## src/rtl/prim_hw2sw_fifo_reg.sv

```systemverilog
// Hardware-to-software register slice: HW pushes words into a small FIFO and SW drains it
// through a read-to-pop data register, with level, sticky error flags and a threshold interrupt.
module prim_hw2sw_fifo_reg #(
  parameter int DW    = 32,
  parameter int Depth = 4,
  parameter int LW    = $clog2(Depth + 1)
) (
  input  logic          clk_i,
  input  logic          rst_ni,

  input  logic          hw_valid_i,
  input  logic [DW-1:0] hw_data_i,
  output logic          hw_ready_o,

  input  logic          re,
  output logic [DW-1:0] qs,

  output logic [LW-1:0] level_o,
  output logic          full_o,
  output logic          empty_o,

  input  logic          err_we,
  input  logic [1:0]    err_wd,
  output logic          ovf_o,
  output logic          udf_o,

  input  logic          thresh_we,
  input  logic [LW-1:0] thresh_wd,
  output logic [LW-1:0] thresh_o,
  output logic          intr_o
);

  localparam int PW = (Depth > 1) ? $clog2(Depth) : 1;
  localparam logic [PW-1:0] LAST_PTR = PW'(Depth - 1);
  localparam logic [LW-1:0] DEPTH_L  = LW'(Depth);
  localparam logic [LW-1:0] ONE_L    = LW'(1);

  function automatic logic [PW-1:0] next_ptr(input logic [PW-1:0] ptr);
    return (ptr == LAST_PTR) ? '0 : ptr + PW'(1);
  endfunction

  function automatic logic [LW-1:0] sat_thresh(input logic [LW-1:0] v);
    return (v > DEPTH_L) ? DEPTH_L : v;
  endfunction

  logic [DW-1:0] mem [Depth];
  logic [PW-1:0] wptr_q, rptr_q;
  logic [LW-1:0] level_q, level_nxt;
  logic [LW-1:0] thresh_q;
  logic          ovf_q, udf_q, intr_q;
  logic          full, empty;
  logic          push, pop;
  logic          ovf_set, udf_set;
  logic          intr_nxt;

  // Status derives from registered level only, so ready has no path from re.
  assign full    = (level_q == DEPTH_L);
  assign empty   = (level_q == '0);
  assign push    = hw_valid_i && !full;
  assign pop     = re && !empty;
  assign ovf_set = hw_valid_i && full;
  assign udf_set = re && empty;

  always_comb begin
    level_nxt = level_q;
    if (push && !pop) begin
      level_nxt = level_q + ONE_L;
    end else if (pop && !push) begin
      level_nxt = level_q - ONE_L;
    end
  end

  // Interrupt uses the post-update level against the threshold already in place.
  assign intr_nxt = (thresh_q != '0) && (level_nxt >= thresh_q);

  always_ff @(posedge clk_i or negedge rst_ni) begin
    if (!rst_ni) begin
      wptr_q   <= '0;
      rptr_q   <= '0;
      level_q  <= '0;
      thresh_q <= '0;
      ovf_q    <= 1'b0;
      udf_q    <= 1'b0;
      intr_q   <= 1'b0;
    end else begin
      if (push) begin
        wptr_q <= next_ptr(wptr_q);
      end
      if (pop) begin
        rptr_q <= next_ptr(rptr_q);
      end
      level_q <= level_nxt;
      if (thresh_we) begin
        thresh_q <= sat_thresh(thresh_wd);
      end
      // Set takes priority over a same-cycle W1C clear.
      ovf_q  <= ovf_set | (ovf_q & ~(err_we & err_wd[0]));
      udf_q  <= udf_set | (udf_q & ~(err_we & err_wd[1]));
      intr_q <= intr_nxt;
    end
  end

  always_ff @(posedge clk_i) begin
    if (push) begin
      mem[wptr_q] <= hw_data_i;
    end
  end

  assign hw_ready_o = !full;
  assign qs         = empty ? '0 : mem[rptr_q];
  assign level_o    = level_q;
  assign full_o     = full;
  assign empty_o    = empty;
  assign ovf_o      = ovf_q;
  assign udf_o      = udf_q;
  assign thresh_o   = thresh_q;
  assign intr_o     = intr_q;

endmodule

```

## config.mk

```make
export PLATFORM = sky130hd
export DESIGN_NAME = prim_hw2sw_fifo_reg
export DESIGN_NICKNAME = d
export VERILOG_FILES = /design/src/rtl/prim_hw2sw_fifo_reg.sv
export SDC_FILE = /design/constraint.sdc
export NUM_CORES = 1
export LEC_CHECK = 0
export BUFFER_PORTS_ARGS = -buffer_cell sky130_fd_sc_hd__clkbuf_2
export CAP_MARGIN = 20
export CORE_AREA = 2 2 104 106
export CTS_CLUSTER_SIZE = 12
export DETAILED_ROUTE_END_ITERATION = 12
export DIE_AREA = 0 0 106 108
export PLACE_DENSITY = 0.88
export SLEW_MARGIN = 15
export SYNTH_ARGS = -nofsm -noshare
export SYNTH_HDL_FRONTEND = slang
export SYNTH_SLANG_ARGS = --single-unit
```

## constraint.sdc

```tcl
create_clock -name clk_i -period 3.2 [get_ports clk_i]
set_clock_uncertainty 0.15 [all_clocks]
set_input_delay 0.64 -clock clk_i [delete_from_list [all_inputs] [get_ports clk_i]]
set_output_delay 0.64 -clock clk_i [all_outputs]
set_load 0.02 [all_outputs]
```

* Word level (Yosys, flattened, before mapping)
Memories as Yosys holds them, arrays and structs flattened. Index checks and enable logic that the tools add are counted.
Storage, ports and cells: register bits 13, word-level logic and storage cells 46, memories 1, memory bits (writable) 128, input bits 43
Operators by class: add/sub/neg operators 4, multiplexer cells 8, magnitude comparators 2, eq/ne operators 3, reduce and logical (&&, ||, !) cells 13, bitwise operators 8
Memory list:
- mem | words 4, bits a word 32, read ports 1, clocked after Yosys merged registers in 0, wr ports 1, line 46 | logic [DW-1:0] mem [Depth];
Operator list (count):
- two-way mux 32 bit | 1
- two-way mux 3 bit | 3
- logical AND 1 bit | 7
- adder 2 x 1 -> 2 bit, second input constant | 2
- bitwise AND 1 bit | 4
- equality test 2 bit, second input constant | 2
- logical NOT 1 bit | 4
- two-way mux 2 bit | 2
- adder 3 x 1 -> 3 bit, second input constant | 1
- equality test 3 bit, second input constant | 1
- greater-or-equal comparator 3 bit | 1
- > comparator 3 bit, second input constant | 1
- logical NOT 3 bit | 1
- nonzero test 3 bit | 1
- subtractor 3 x 1 -> 3 bit, second input constant | 1
- two-way mux 1 bit | 2
- inverter 1 bit | 2
- bitwise OR 1 bit | 2

* Longest topological paths before layout
depth after elaboration 9, depth in mapped cells 12, depth with buffers taken out 11

* Least setup slack after synthesis
No wires, ideal clock.
kind reg2reg, from register level_q[0], in the netlist level_o[0], to register intr_q, in the netlist intr_o, setup time 0.127 ns, arrival 2.343 ns, setup slack 0.580 ns, buffers on the path 1, stages on the path, launching flop included 13, clock period less this slack 2.620 ns, cell sequence dfrtp_1 -> inv_1 -> ha_1 -> nand2_2 -> and2_4 -> buf_6 -> xnor2_1 -> xnor2_1 -> ha_1 -> nand2b_1 -> a21o_1 -> a21oi_1 -> a31oi_1
On the way: cells in the longest elaborated chain, start to end 9
Ends and longest elaborated chain:
- start: declaration | line 48 | logic [LW-1:0] level_q, level_nxt;
- start signal: assignment | line 92 | level_q <= level_nxt;
- equality test 3 bit * | line 57 | assign full = (level_q == DEPTH_L);
- logical NOT 1 bit *
- via hw_ready_o | line 13 | output logic hw_ready_o,
- logical AND 1 bit * | line 59 | assign push = hw_valid_i && !full;
- logical NOT 1 bit | line 68 | end else if (pop && !push) begin
- logical AND 1 bit | line 68
- two-way mux 3 bit | line 68
- two-way mux 3 bit * | line 66 | if (push && !pop) begin
- greater-or-equal comparator 3 bit * | line 74 | assign intr_nxt = (thresh_q != '0) && (level_nxt >= thresh_q);
- logical AND 1 bit * | line 74
- via intr_nxt | line 54 | logic intr_nxt;
- end signal: assignment | line 99 | intr_q <= intr_nxt;
- end: declaration | line 50 | logic ovf_q, udf_q, intr_q;
The timed path passes the listed nets; every way through them passes the cells marked *. A chain may end at the register's enable or synchronous reset.

* Final worst setup path
from register rptr_q[1], to output port qs[1]
On the way: cells in the longest elaborated chain, start to end 2
Ends and longest elaborated chain:
- start: declaration | line 47 | logic [PW-1:0] wptr_q, rptr_q;
- start signal: assignment | line 90 | rptr_q <= next_ptr(rptr_q);
- memory (4 x 32 bit)
- two-way mux 32 bit | line 110 | assign qs = empty ? '0 : mem[rptr_q];
- end: declaration | line 16 | output logic [DW-1:0] qs,
No other way between the ends.

==> results.json <==
{
  "timing.max_slew.rel_slack": 0.415,
  "initialDrtViolationCount": 147,
  "starting_density": 0.552,
  "detail_route.first_pass.iterations": 4,
  "postSynthRegisterBits": 141,
  "routed_wire_length_per_instance_um": 17.8,
  "hpwlAfterDp_um": 5660,
  "cts.htree.levels": 4,
  "routed_via_density": 5.31,
  "grt_overflow": 0,
  "total_power_consumption_of_the_routed_design_mw": 7.08,
  "clkSinkCount": 141,
  "worst_hold_path_type": "in -> reg",
  "timing.critical_path.slowest_cell_delay_ps": 890,
  "port_buffers": 86,
  "seqCellArea_mm2": 0.00417,
  "power_density_mw_per_mm2": 1030,
  "timing.critical_path.slowest_stage_cell": "dfrtp_2",
  "fmaxAchievable_mhz": 339,
  "clock_tree_from_tritoncts": "done",
  "startpoint_type": "flip-flop",
  "cell_row_count": 37,
  "clock_path_buffers": 2,
  "critical_path_buf_inv_count": 1,
  "synthesis_to_layout_area_growth_pct": 21.8,
  "timing.final.hold_violations": 0,
  "route.final.wire_length_um": 9460,
  "post-route-util": 0.672,
  "worstSetupPathDepth": 3,
  "core_area_mm2": 0.0102,
  "worstPathRequired_ps": 2410,
  "endpoint_kind": "output port",
  "track_usage": 0.186,
  "layout_worst_path_cycle_share": 0.922,
  "fill_cell_instance_count_of_the_final_layout": 676,
  "dieWidth_um": 106,
  "syn_avg_cell_area_um2": 19.9,
  "critical_path.max_fanout": 34,
  "die-area_mm2": 0.0114,
  "place_inst": 498,
  "die_h_um": 108,
  "grt_start_max_net_pins": 35,
  "fin_setup_tns_ps": 0,
  "status": "complete, no violations",
  "max_cap_viol_count": 0,
  "grt_pass1_wl_um": 15500,
  "yosysWarnings": 0,
  "cts.reportedPaths.clkPinSlew_ps": 60,
  "final_max_slew_viol_count": 0,
  "worst_pin_slew_ps": 877,
  "first_global_vias": 3035,
  "post_layout_nonfiller_instances": 531,
  "netlist_instances": 284,
  "cts-buffers-inserted": 17,
  "number_of_antenna_violations_at_the_first_check_in_global_routing": 0,
  "synth_area_mm2": 0.00564,
  "design.portCount": 87,
  "multi_input_comb_area_mm2": 0.00136,
  "power_leakage_nw": 2.56,
  "drt.antenna.violating_nets": 0,
  "drc": 0,
  "finalNetCount": 436,
  "antenna_cells_inserted": 0,
  "synth.distinct_cells": 29,
  "drive_gt1_frac": 0.413,
  "timing.critical_path.cells": "mux4_2, and2_1, clkbuf_2",
  "cts_resized": 0,
  "clk_root_buffer_cell": "clkbuf_8",
  "worst-setup-path-type": "reg -> out",
  "finalWorstPathRequiredPeriod_ps": 2950,
  "hold_depth": 1,
  "routed-via-count": 2822,
  "ir_worst_vdd_v": 0.000566,
  "timing.final.setup_violations": 0,
  "critical_path_arrival_ps": 2160,
  "gp_congestion": 0.703,
  "clock_insertion_delay_worst_skew_ps": 520,
  "critical_path.top_delay_family": "flip-flops",
  "seq_area_frac_synth": 0.739,
  "setup_repair_after_global_routing_missed_its_margin": "false",
  "syn-num-nets": 338,
  "r2r.worst_path.cells": 11
}
through the flow:
stage,hold WS [ps],cell area [µm²],setup slack (ps)
after floorplan,194,5640,580
after global routing,169,6880,112
after detailed placement,349,6200,690
final,188,6880,249
after global placement,335,6200,735
after CTS,173,6880,187
Yosys cell counts:
cell type,instances,area share
and3_1,4,0.0044
buf_6,4,0.0080
xnor2_1,4,0.0062
nor2_1,1,0.00066
a22o_1,2,0.0031
mux4_2,32,0.13
a21o_1,2,0.0027
a31oi_1,1,0.0011
and2_1,32,0.035
mux2i_1,1,0.0018
mux2_2,2,0.0040
inv_1,10,0.0067
edfxtp_1,128,0.68
buf_2,3,0.0027
nand2b_1,2,0.0022
clkbuf_1,4,0.0027
nand3b_1,2,0.0027
dfrtp_1,13,0.058
nor3_1,1,0.00089
o22ai_1,2,0.0022
maj3_2,1,0.0020
buf_4,1,0.0013
o21ai_0,6,0.0053
or3b_2,1,0.0016
a21oi_1,3,0.0027
and2_4,1,0.0016
nand2_2,2,0.0022
nand2_1,8,0.0053
ha_1,11,0.024
area by class of cell:
type | count | area share
clock buffer | 20 | 0.0619
clock inverter | 12 | 0.0351
tap | 136 | 0.0247
multi-input combinational | 121 | 0.198
sequential | 141 | 0.607
timing repair buffer | 91 | 0.0684
inverter | 10 | 0.00546
worst register-to-register path, delay by kind of cell, from the launching register on:
kind	cells	cell delay, ps
and+or+nand+nor	3	460
DFF	1	420
AOI/OAI and AO/OA	3	350
xor gates and xnor gates	2	410
adders and majority gates	2	480
buffers and inverters	1	130
layer usage:
metal	global-route usage	part of all wire
met1	0.233	0.42
met2	0.310	0.52
met3	0.0573	0.046
met4	0.0705	0.013
met5	0	0
flip-flops by register name (all words and copies together), names as in the netlist:
register / cells
intr_o: 1
level_o: 3
mem: 128
ovf_o: 1
rptr_q: 2
thresh_o: 3
udf_o: 1
wptr_q: 2
logic make-up after synthesis:
| kind of cell | Yosys count | share of synthesized area |
|---|---|---|
| AND/OR/NAND/NOR | 54 | 0.0570 |
| buffers and inverters | 22 | 0.0213 |
| flip-flops | 141 | 0.739 |
| multiplexers | 35 | 0.133 |
| AO/OA/AOI/OAI | 16 | 0.0171 |
| adder cells (fa/ha/maj) | 12 | 0.0264 |
| XOR/XNOR | 4 | 0.00621 |
final timing paths:
path / from / end / slack, ps
worst max-delay path: rptr_q[1] / qs[1] / 250
worst min-delay path: hw_data_i[27] / mem[3][27] / 190
worst max register to register: level_o[0] / intr_o / 690
worst min register to register: udf_o / udf_o / 380
max in group asynchronous: rst_ni / rptr_q[0] / 2220
min in group asynchronous: rst_ni / wptr_q[0] / 400
where the power goes:
group | internal, mW | switching [mW] | leakage (nW)
clock network | 1.50 | 0.697 | 0.313
registers | 2.43 | 0.198 | 1.33
logic | 0.999 | 1.26 | 0.917
timing repair:
item	4_1_cts	5_1_grt
endpoints found under the hold margin	13	0
hold buffers	1	0
buffers inserted	0	0
cells in the final DEF (no fill, tap or decap), types with 2 or more instances in the layout:
| cell | count |
|---|---|
| dfrtp_2 | 2 |
| a22o_1 | 2 |
| bufinv_16 | 7 |
| edfxtp_1 | 128 |
| dfrtp_1 | 11 |
| nand2b_1 | 2 |
| nand2_2 | 2 |
| nand3b_1 | 2 |
| o21ai_0 | 6 |
| inv_1 | 10 |
| mux4_2 | 32 |
| o22ai_1 | 2 |
| ha_1 | 11 |
| and2_1 | 32 |
| a21oi_1 | 3 |
| buf_4 | 4 |
| clkbuf_2 | 86 |
| xnor2_1 | 4 |
| and3_2 | 4 |
| nand2_1 | 8 |
| clkinvlp_4 | 3 |
| mux2_2 | 2 |
| a21o_1 | 2 |
| clkbuf_16 | 16 |
| clkbuf_1 | 3 |
Power figures use the tool's default switching activity.
